**src/rtl/audio_xfade_router.sv**
```systemverilog
// N-way signed audio source router with a linear crossfade on every source change, paced by data_ready rising edges.
// Optional macro FXR_MUTE_RAMP_EN adds mute_in and a 2^FADE_LOG2-step gain ramp stage (latency 3 instead of 2).
module audio_xfade_router #(
    parameter int clock_max = 25_000_000,
    parameter int DATA_W    = 16,
    parameter int NUM_SRC   = 2,
    parameter int FADE_LOG2 = 6
) (
    input  logic                          clk_25mhz,
    input  logic                          reset,
    input  logic                          data_ready,
    input  logic [NUM_SRC*DATA_W-1:0]     src_audio_in,
    input  logic [$clog2(NUM_SRC)-1:0]    src_sel,
`ifdef FXR_MUTE_RAMP_EN
    input  logic                          mute_in,
`endif
    output logic signed [DATA_W-1:0]      audio_out,
    output logic                          audio_valid_out,
    output logic                          fading,
    output logic [$clog2(NUM_SRC)-1:0]    cur_sel
);

    localparam int SEL_W  = $clog2(NUM_SRC);
    localparam int KW     = FADE_LOG2 + 1;
    localparam int PROD_W = DATA_W + FADE_LOG2 + 1;
    localparam int SUM_W  = PROD_W + 1;
    localparam logic [KW-1:0] FULL_W = KW'(1 << FADE_LOG2);

    if (NUM_SRC < 2 || FADE_LOG2 < 1 || FADE_LOG2 > 8 || clock_max <= 0) begin : g_param_check
        $error("audio_xfade_router: parameter out of range");
    end

    typedef enum logic {STEADY, FADING} state_t;

    state_t                     state_q, state_d;
    logic [SEL_W-1:0]           cur_q, cur_d, next_q, next_d;
    logic [KW-1:0]              k_q, k_d, kNext, wA, wB;
    logic                       dr_q, strobe;
    logic signed [DATA_W-1:0]   srcA, srcB;
    logic signed [PROD_W-1:0]   aExt, bExt, wAExt, wBExt;
    logic signed [PROD_W-1:0]   prodA_q, prodB_q;
    logic signed [SUM_W-1:0]    sumAB;
    logic                       v1_q, valid_q;
    logic signed [DATA_W-1:0]   audio_q;

    assign strobe = data_ready & ~dr_q;

    always_comb begin
        srcA = '0;
        srcB = '0;
        for (int i = 0; i < NUM_SRC; i++) begin
            if (cur_q == SEL_W'(i))  srcA = src_audio_in[i*DATA_W +: DATA_W];
            if (next_q == SEL_W'(i)) srcB = src_audio_in[i*DATA_W +: DATA_W];
        end
    end

    // wB is the weight of the incoming source for the sample taken on this strobe.
    always_comb begin
        state_d = state_q;
        cur_d   = cur_q;
        next_d  = next_q;
        k_d     = k_q;
        kNext   = k_q + KW'(1);
        wB      = '0;
        if (strobe) begin
            case (state_q)
                STEADY: begin
                    if (src_sel != cur_q && int'(src_sel) < NUM_SRC) begin
                        next_d  = src_sel;
                        k_d     = '0;
                        state_d = FADING;
                    end
                end
                FADING: begin
                    wB = kNext;
                    if (kNext == FULL_W) begin
                        cur_d   = next_q;
                        k_d     = '0;
                        state_d = STEADY;
                    end else begin
                        k_d = kNext;
                    end
                end
                default: state_d = STEADY;
            endcase
        end
    end

    assign wA    = FULL_W - wB;
    assign aExt  = PROD_W'(srcA);
    assign bExt  = PROD_W'(srcB);
    assign wAExt = PROD_W'({1'b0, wA});
    assign wBExt = PROD_W'({1'b0, wB});
    assign sumAB = SUM_W'(prodA_q) + SUM_W'(prodB_q);

    always_ff @(posedge clk_25mhz or posedge reset) begin
        if (reset) begin
            dr_q    <= 1'b0;
            state_q <= STEADY;
            cur_q   <= '0;
            next_q  <= '0;
            k_q     <= '0;
            prodA_q <= '0;
            prodB_q <= '0;
            v1_q    <= 1'b0;
        end else begin
            dr_q    <= data_ready;
            state_q <= state_d;
            cur_q   <= cur_d;
            next_q  <= next_d;
            k_q     <= k_d;
            v1_q    <= strobe;
            if (strobe) begin
                prodA_q <= aExt * wAExt;
                prodB_q <= bExt * wBExt;
            end
        end
    end

`ifdef FXR_MUTE_RAMP_EN
    localparam int GAIN_W = DATA_W + KW + 1;

    logic [KW-1:0]            g_q, gNext, g1_q, g2_q;
    logic signed [DATA_W-1:0] mix_q;
    logic                     v2_q;
    logic signed [GAIN_W-1:0] mixExt, gExt;

    always_comb begin
        gNext = g_q;
        if (strobe) begin
            if (mute_in) begin
                if (g_q != '0) gNext = g_q - KW'(1);
            end else if (g_q != FULL_W) begin
                gNext = g_q + KW'(1);
            end
        end
    end

    assign mixExt = GAIN_W'(mix_q);
    assign gExt   = GAIN_W'({1'b0, g2_q});

    // The gain travels with its sample so a fast strobe rate cannot misalign them.
    always_ff @(posedge clk_25mhz or posedge reset) begin
        if (reset) begin
            g_q     <= FULL_W;
            g1_q    <= FULL_W;
            g2_q    <= FULL_W;
            mix_q   <= '0;
            v2_q    <= 1'b0;
            audio_q <= '0;
            valid_q <= 1'b0;
        end else begin
            g_q     <= gNext;
            v2_q    <= v1_q;
            valid_q <= v2_q;
            if (strobe) g1_q <= gNext;
            if (v1_q) begin
                mix_q <= DATA_W'(sumAB >>> FADE_LOG2);
                g2_q  <= g1_q;
            end
            if (v2_q) audio_q <= DATA_W'((mixExt * gExt) >>> FADE_LOG2);
        end
    end
`else
    always_ff @(posedge clk_25mhz or posedge reset) begin
        if (reset) begin
            audio_q <= '0;
            valid_q <= 1'b0;
        end else begin
            valid_q <= v1_q;
            if (v1_q) audio_q <= DATA_W'(sumAB >>> FADE_LOG2);
        end
    end
`endif

    assign audio_out       = audio_q;
    assign audio_valid_out = valid_q;
    assign fading          = (state_q == FADING);
    assign cur_sel         = cur_q;

endmodule

```
**config.mk**
```make
export PLATFORM = sky130hd
export DESIGN_NAME = audio_xfade_router
export DESIGN_NICKNAME = d
export VERILOG_FILES = /design/src/rtl/audio_xfade_router.sv
export SDC_FILE = /design/constraint.sdc
export NUM_CORES = 1
export LEC_CHECK = 0
export ABC_AREA = 1
export CAP_MARGIN = 5
export CORE_UTILIZATION = 34
export DETAILED_ROUTE_END_ITERATION = 6
export PLACE_DENSITY = 0.51
export SYNTH_ARGS = -nofsm -noshare
export SYNTH_HDL_FRONTEND = slang
export SYNTH_SLANG_ARGS = --single-unit
```
**constraint.sdc**
```tcl
create_clock -name clk_25mhz -period 14.2 [get_ports clk_25mhz]
set_clock_uncertainty 0.05 [all_clocks]
set_input_delay 2.13 -clock clk_25mhz [delete_from_list [all_inputs] [get_ports clk_25mhz]]
set_output_delay 2.13 -clock clk_25mhz [all_outputs]
set_load 0.01 [all_outputs]
```
==> impl_metrics.ini, run 1 <==
[timing]
fin_tns_setup_ns = 0
drv_slew = 0
finalHoldViolations = 0
setup_viol = 0
fin_crit_sh = 0.582
fmax_ghz = 0.121
slew_headroom = 0.286
worstMarginPinSlew_ns = 1.06
rsz0062_at_grt = false
final_period_minus_worst_setup_slack_ns = 8.26

[cts]
cts-root-buf = clkbuf_16
clock-sinks = 73
holdBufCountCts = 0
cts_resized = 0
clk_pin_slew_worst_paths_ns = 0.06
clkLatencyLatePin_ns = 0.35
clk_path_buf_depth = 2
cts_setup_buffers = 0
cts_tree = yes
cts_buffers = 9
cts-htree-levels = 3

[critical_path]
rr_worst_depth = 25
cp_data_required_time_ns = 14.42
cp.arrival_ns = 8.48
end_kind = flip-flop
worst-setup-path-type = in2reg
slowest_delay_ns = 0.56
worstReg2RegStart = fading
critPathLaunch = data_ready
startpoint_type = input port
critPathSlowestCell = fa_1
cpMostUsedCell = inv_1
r2r-end = prodA_q[19]
reg2reg_slack_ns = 7.87
worstPathMaxFanout = 44

[floorplanning]
dieArea_mm2 = 0.0358
start_util = 0.345
num_rows = 68
ioPinCount = 55
core_mm2 = 0.0345
chipWidth_um = 189
dieHeight_um = 189

[global_route]
track_usage = 0.192
overflow = 0
grt_pass1_wl_mm = 54.2
grt_pass1_vias = 10500
grt_max_degree = 74
antenna_found_initial = 0

[place]
port_buffers = 54
gp_congestion = 0.890
dp.cells = 2077
placed_area_mm2 = 0.0129
place.detailed.hpwl_mm = 27.0

[route]
drc = 0
wl_per_cell_um = 15.4
vias = 10100
drtIter0Drc = 580
first_pass_iters = 5
vias_per_cell = 4.84
ant_nets = 0
drt_wl_total_mm = 32.3

[power]
intPower_mw = 1.16
power_leakage_nw = 6.65
switchingPower_mw = 1.43
ir_drop_uv = 122
pwr-share-clk = 0.085
p_comb_frac = 0.777
total_power_mw = 2.58
power_density_mw_per_mm2 = 196
swShare = 0.552
power_frac_seq = 0.138

[worst_hold_path]
hold_end = audio_out[14]
min_path_type = reg2reg
min_path_cells = 2
worstHoldStart = audio_out[14]

[layout]
diodes = 0
nNetsFinal = 1941
finalInstanceArea_mm2 = 0.0132
final-instance-count-excl-fill = 2093
area_growth_pct = 10.8
drive_gt1_frac = 0.0342

[flow_run]
maxCapViolCount = 0

[yosys]
synthArstFlopShare = 1.00
ys_seq_area_frac = 0.153
synth_edf_count = 0
synth_top_area_frac = 0.272
synth_seq_cells = 73
synth.distinct_cells = 44
synth.avg_cell_area_um2 = 7.46
ys_warn_count = 0
synthTopCellsByArea = fa_1 (27%), dfrtp_1 (15%), ha_1 (12%), nand2_1 (10%), inv_1 (9.0%)
synth_fp_nets = 1904
syn_area_mm2 = 0.0119
synth_top_area_cell = fa_1
synthCells = 1596
synth_ff_type = dfrtp_1

[status]
status = complete, no violations
kinds of logic (layout without fill, tap and decap cells):
logic type	count (synthesis)	count (layout)	share of synthesized area
adder cells (fa/ha/maj)	272	272	0.388
buffers and inverters	324	366	0.104
XOR/XNOR	25	25	0.0184
AO/OA/AOI/OAI	204	204	0.0948
AND/OR/NAND/NOR	698	698	0.241
flip-flops	73	73	0.153
layer usage:
| metal | vias up | part of all wire | wire (um) | GRT usage |
|---|---|---|---|---|
| met5 | - | 0 | 0 | 0 |
| met4 | 0 | 0.024 | 766 | 0.0521 |
| met3 | 35 | 0.041 | 1320 | 0.0306 |
| met2 | 189 | 0.45 | 14400 | 0.311 |
| met1 | 4847 | 0.49 | 15800 | 0.265 |
| li1 | 5053 | - | - | - |
worst max-delay path by stage:
stage / to / slack (ns)
detailed placement: prodA_q[19] / 5.54
global placement: prodA_q[21] / 5.72
CTS: prodA_q[19] / 5.91
finish: prodA_q[19] / 5.94
global route: prodA_q[19] / 5.39
floorplan: prodA_q[21] / 6.85
flip-flops by register name, indices dropped and copies added (netlist names), 7 cells and up:
name / count
k_q: 7
audio_out: 16
prodA_q: 22
prodB_q: 22
cell type report:
type / instances / area (um2)
clock inverters: 6 / 42.5
inverters: 290 / 1090
well taps: 455 / 569
clock buffers: 10 / 229
multi-input cells: 1199 / 8840
flip-flops and latches: 73 / 1830
fillers: 3696 / 21300
repair buffers: 60 / 586
layout by cell type, fill, tap and decap left out, types with 13 or more instances in the layout:
cell	synthesis	routed
a21oi_1	62	62
o21ai_0	81	81
nand3_1	65	65
fa_1	162	162
nor2_1	261	261
dfrtp_1	73	73
a31oi_1	20	20
ha_1	110	110
xnor2_1	13	13
clkdlybuf4s50_1	0	54
or2_2	18	18
inv_1	286	285
nand2_1	318	318
power groups by stage:
stage | Sequential, mW | Combinational [mW] | Clock (mW)
finish | 0.357 | 2.01 | 0.219
global route | 0.369 | 2.32 | 0.235
CTS | 0.359 | 2.03 | 0.228
detailed placement | 0.362 | 2.01 | 0
global placement | 0.362 | 2.01 | 0
floorplan | 0.338 | 1.48 | 0
cells in the mapped netlist (8+ instances only):
cell / count
a31oi_1: 20
ha_1: 110
o31ai_1: 8
clkbuf_1: 24
a21oi_1: 62
xnor2_1: 13
xor2_1: 12
o21ai_0: 81
inv_1: 286
nand4_1: 12
nand2_1: 318
nor2_1: 261
nand3_1: 65
o21ai_1: 12
or2_2: 18
dfrtp_1: 73
fa_1: 162
critical path: cells and delay by family:
kind / cells / cell delay [ns]
simple gates: 9 / 1.52
compound gates: 4 / 0.84
fa+ha+maj: 6 / 2.66
buf+inv: 8 / 1.31
stage by stage:
step | hold WS [ns] | setup slack, ns | utilization
3_5_place_dp | 0.419 | 5.54 | 0.375
3_3_place_gp | 0.414 | 5.72 | 0.375
2_1_floorplan | 0.302 | 6.85 | -
6_report | 0.428 | 5.94 | 0.383
5_1_grt | 0.459 | 5.39 | 0.383
4_1_cts | 0.436 | 5.91 | 0.383
(Power assumes the default switching activity.)
==> inputs of run 2 (changes only) <==
PLACE_DENSITY = 0.53   (was 0.51)
clock period = 6.65 ns   (was 14.2 ns; I/O delays follow)
==> impl_metrics.ini, run 2 (synthesized netlist as in run 1, its figures left out) <==
[critical_path]
rr_worst_depth = 17
reg2reg_slack_ns = 0.68
worstPathMaxFanout = 7
worstReg2RegStart = cur_sel
end_kind = flip-flop
cp.arrival_ns = 6.49
startpoint_type = input port
cp_data_required_time_ns = 6.88
crit_end = prodA_q[19]
critPathLaunch = data_ready
worst-setup-path-type = in2reg
r2r-end = prodA_q[21]

[status]
status = complete, no violations

[timing]
final_period_minus_worst_setup_slack_ns = 6.25
drv_slew = 0
rsz0062_at_grt = false
finalHoldViolations = 0
fmax_ghz = 0.160
fin_tns_setup_ns = 0
setup_viol = 0
slew_headroom = 0.324
fin_crit_sh = 0.940
worstMarginPinSlew_ns = 1.01
hold_slack_ns = 0.428

[global_route]
grt_pass1_wl_mm = 54.7
grt_max_degree = 74
antenna_found_initial = 0
track_usage = 0.194
overflow = 0
grt_pass1_vias = 10500

[place]
dp.cells = 2126
place.detailed.hpwl_mm = 27.6
port_buffers = 54
gp_congestion = 0.884

[cts]
cts-root-buf = clkbuf_16
cts_resized = 0
clkLatencyLatePin_ns = 0.36
clk_path_buf_depth = 2
cts_buffers = 9
cts_setup_buffers = 0
cts_tree = yes
clk_pin_slew_worst_paths_ns = 0.07
holdBufCountCts = 0
cts-htree-levels = 3
clock-sinks = 73

[floorplanning]
dieArea_mm2 = 0.0358
ioPinCount = 55
dieHeight_um = 189
start_util = 0.345
chipWidth_um = 189
num_rows = 68
core_mm2 = 0.0345

[route]
vias = 10300
first_pass_iters = 5
wl_per_cell_um = 15.3
drtIter0Drc = 575
vias_per_cell = 4.80
drt_wl_total_mm = 32.8
drc = 0
ant_nets = 0

[power]
intPower_mw = 2.65
power_leakage_nw = 6.88
power_frac_seq = 0.132
total_power_mw = 5.75
pwr-share-clk = 0.083
p_comb_frac = 0.785
swShare = 0.539
ir_drop_uv = 242
switchingPower_mw = 3.10
power_density_mw_per_mm2 = 425

[layout]
final_common_cell = nand2_1
drive_gt1_frac = 0.0622
final-instance-count-excl-fill = 2142
utilization = 0.393
area_growth_pct = 13.8
seqCellArea_mm2 = 0.00183
fillers = 3659
nNetsFinal = 1990
diodes = 0
multi_input_area_mm2 = 0.00884
layout_common_cells = nand2_1 (318), inv_1 (285), nor2_1 (261)

[flow_run]
maxCapViolCount = 0

[worst_hold_path]
min_path_type = reg2reg
## run 2: final cells by class
| cell class | instances | area share |
|---|---|---|
| Clock buffer | 10 | 0.0169 |
| Clock inverter | 6 | 0.00314 |
| Inverter | 290 | 0.0805 |
| Multi-Input combinational cell | 1199 | 0.652 |
| Sequential cell | 73 | 0.135 |
| Tap cell | 455 | 0.0420 |
| Timing Repair Buffer | 109 | 0.0704 |
## run 2: power groups by stage
stage / Sequential [mW] / Clock [mW] / Combinational, mW
CTS: 0.768 / 0.491 / 4.53
finish: 0.762 / 0.476 / 4.52
floorplan: 0.721 / 0 / 3.16
global placement: 0.771 / 0 / 4.47
global route: 0.783 / 0.510 / 5.21
detailed placement: 0.774 / 0 / 4.50
## run 2: per-layer routing
metal	routed length [um]	vias to the layer above	track usage
li1	-	5149	-
met1	16000	4889	0.269
met2	14900	217	0.321
met3	1270	34	0.0245
met4	583	0	0.0440
met5	0	-	0
## run 2: through the flow
step           cell area (um2)  worst slack (ns)
2_1_floorplan            11900             0.430
3_3_place_gp             13300             0.200
3_5_place_dp             13300            0.0389
4_1_cts                  13500             0.414
5_1_grt                  13500            0.0524
6_report                 13500             0.397
## run 2: worst min path at each step
stage | startpoint | endpoint | slack [ns] | cells past startpoint
after CTS | audio_out[0] | audio_out[0] | 0.44 | 2
after global placement | audio_out[7] | audio_out[7] | 0.41 | 2
after detailed placement | audio_out[8] | audio_out[8] | 0.42 | 2
after floorplan | v1_q | audio_valid_out | 0.30 | 0
after global routing | audio_out[7] | audio_out[7] | 0.45 | 2
final | audio_out[8] | audio_out[8] | 0.43 | 2
## run 2: critical path, cell delays in order
cell and delay [ns]:
clkdlybuf4s50_1 0.55, inv_1 0.09, nor2_4 0.09, nand3_2 0.07, buf_4 0.19, nand3_2 0.10
xor2_1 0.22, inv_1 0.16, buf_4 0.20, nor2_1 0.14, fa_1 0.46, fa_1 0.50
fa_1 0.49, inv_1 0.05, fa_1 0.47, inv_1 0.04, ha_1 0.34, nand2_1 0.11
nor3_1 0.24, a21oi_1 0.15, o21ai_0 0.37, nand3_1 0.19, nand2_1 0.09, nand2_1 0.06
a31oi_1 0.12
==> inputs of run 3 (changes only) <==
CORE_MARGIN = 2   (was default)
==> impl_metrics.ini, run 3 (synthesized netlist as in run 1, its figures left out) <==
[critical_path]
reg2reg_slack_ns = 0.90
crit_end = prodA_q[21]
worstReg2RegStart = k_q[0]
cp_top_family = adder cells
slowest_delay_ns = 0.50
cp_data_required_time_ns = 6.85
worst-setup-path-type = in2reg
worstPathMaxFanout = 8
rr_worst_depth = 24
cp.arrival_ns = 6.41
critPathSlowestCell = fa_1
worst-path-stages = 25
crit_buf_inv = 6
critPathLaunch = data_ready
startpoint_type = input port
r2r-end = prodA_q[21]
end_kind = flip-flop

[cts]
cts_tree = yes
clkLatencyLatePin_ns = 0.36
clk_pin_slew_worst_paths_ns = 0.07
cts-root-buf = clkbuf_16
cts-htree-levels = 3
cts_buffers = 9
clk_path_buf_depth = 2
clock-sinks = 73
cts_setup_buffers = 0

[global_route]
grt_pass1_vias = 10700
track_usage = 0.193
grt_pass1_wl_mm = 55.5
grt_max_degree = 74
antenna_found_initial = 0
overflow = 0

[timing]
setup_viol = 0
fin_tns_setup_ns = 0
worstMarginPinSlew_ns = 1.00
fin_crit_sh = 0.934
finalHoldViolations = 0
drv_slew = 0
slew_headroom = 0.330
fmax_ghz = 0.161
final_period_minus_worst_setup_slack_ns = 6.21
hold_slack_ns = 0.427
rsz0062_at_grt = false

[worst_hold_path]
min_path_cells = 2
min_path_type = reg2reg

[place]
gp_congestion = 0.896
port_buffers = 54
dp.cells = 2122
place.detailed.hpwl_mm = 27.5

[layout]
nNetsFinal = 1986
diodes = 0
area_growth_pct = 13.6
fillers = 3674
final_common_cell = nand2_1
layout_common_cells = nand2_1 (318), inv_1 (285), nor2_1 (261)
drive_gt1_frac = 0.0600
final-instance-count-excl-fill = 2138

[power]
pwr-share-clk = 0.085
power_density_mw_per_mm2 = 417
power_leakage_nw = 6.86
total_power_mw = 5.64
p_comb_frac = 0.780
switchingPower_mw = 3.08
intPower_mw = 2.55
power_frac_seq = 0.136
ir_drop_uv = 211
swShare = 0.547

[route]
drc = 2
drt_wl_total_mm = 32.9
first_pass_iters = 7
ant_nets = 0
wl_per_cell_um = 15.4
vias_per_cell = 4.89
vias = 10400
drtIter0Drc = 491

[floorplanning]
dieHeight_um = 191
chipWidth_um = 191
ioPinCount = 55
core_mm2 = 0.0345
num_rows = 68
dieArea_mm2 = 0.0365
start_util = 0.345

[status]
status = finished with violations
violations = design-rule violations

[flow_run]
maxCapViolCount = 0
## run 3: cell count changes in the layout (fill, tap and decap cells not counted), sizes merged
| cell | before | now |
|---|---|---|
| buf | 55 | 51 |
## run 3: timing repair
item,CTS,global route
hold buffers,0,0
setup endpoints to repair,0,1
resized for setup,0,1
## run 3: metal layers
metal | global-route usage | vias up | routed length, um
li1 | - | 5141 | -
met1 | 0.276 | 5070 | 16300
met2 | 0.317 | 216 | 14900
met3 | 0.0239 | 22 | 1300
met4 | 0.0349 | 0 | 392
met5 | 0 | - | 0
## run 3: how the worst min path moves through the flow
stage | from | to | slack (ns)
2_1_floorplan | v1_q | audio_valid_out | 0.30
3_3_place_gp | audio_out[7] | audio_out[7] | 0.42
3_5_place_dp | audio_out[8] | audio_out[8] | 0.42
4_1_cts | audio_out[8] | audio_out[8] | 0.43
5_1_grt | audio_out[8] | audio_out[8] | 0.45
6_report | audio_out[7] | audio_out[7] | 0.43
## run 3: worst register-to-register path, stage by stage, from the launching register on
cell and delay (ns):
dfrtp_1 0.45, ha_1 0.30, nand2_2 0.11, inv_1 0.07, nor2_1 0.18, nand2_4 0.09, nand3_2 0.09, xor2_1 0.20
inv_1 0.16, buf_4 0.22, nor2_1 0.14, fa_1 0.46, fa_1 0.50, fa_1 0.49, inv_1 0.05, fa_1 0.48
inv_1 0.04, ha_1 0.34, nand2_1 0.11, nor3_1 0.22, nand2_1 0.14, o311ai_0 0.46, nand3_1 0.14, nand3_1 0.10
nand2_1 0.06
## run 3: layout make-up
cell class                 instances  area [um2]  share of cell area
clock inverter                     6        42.5             0.00315
sequential                        73        1830               0.135
multi-input combinational       1199        8840               0.654
clock buffer                      10         229              0.0169
inverter                         290        1090              0.0807
timing repair buffer             105         923              0.0683
tap                              455         569              0.0421
## run 3: power by group through the flow
stage          logic [mW]  registers, mW  clock network [mW]
3_5_place_dp         4.38          0.775                   0
5_1_grt              5.11          0.782               0.505
6_report             4.39          0.766               0.477
3_3_place_gp         4.35          0.774                   0
4_1_cts              4.41          0.769               0.487
2_1_floorplan        3.16          0.721                   0
## run 3: per-stage QoR
step                       util  worst slack [ns]  cell area (um2)
after floorplan               -             0.430            11900
after global placement    0.384             0.115            13200
after detailed placement  0.384            0.0689            13200
after CTS                 0.391             0.443            13500
after global routing      0.391           0.00790            13500
final                     0.391             0.440            13500
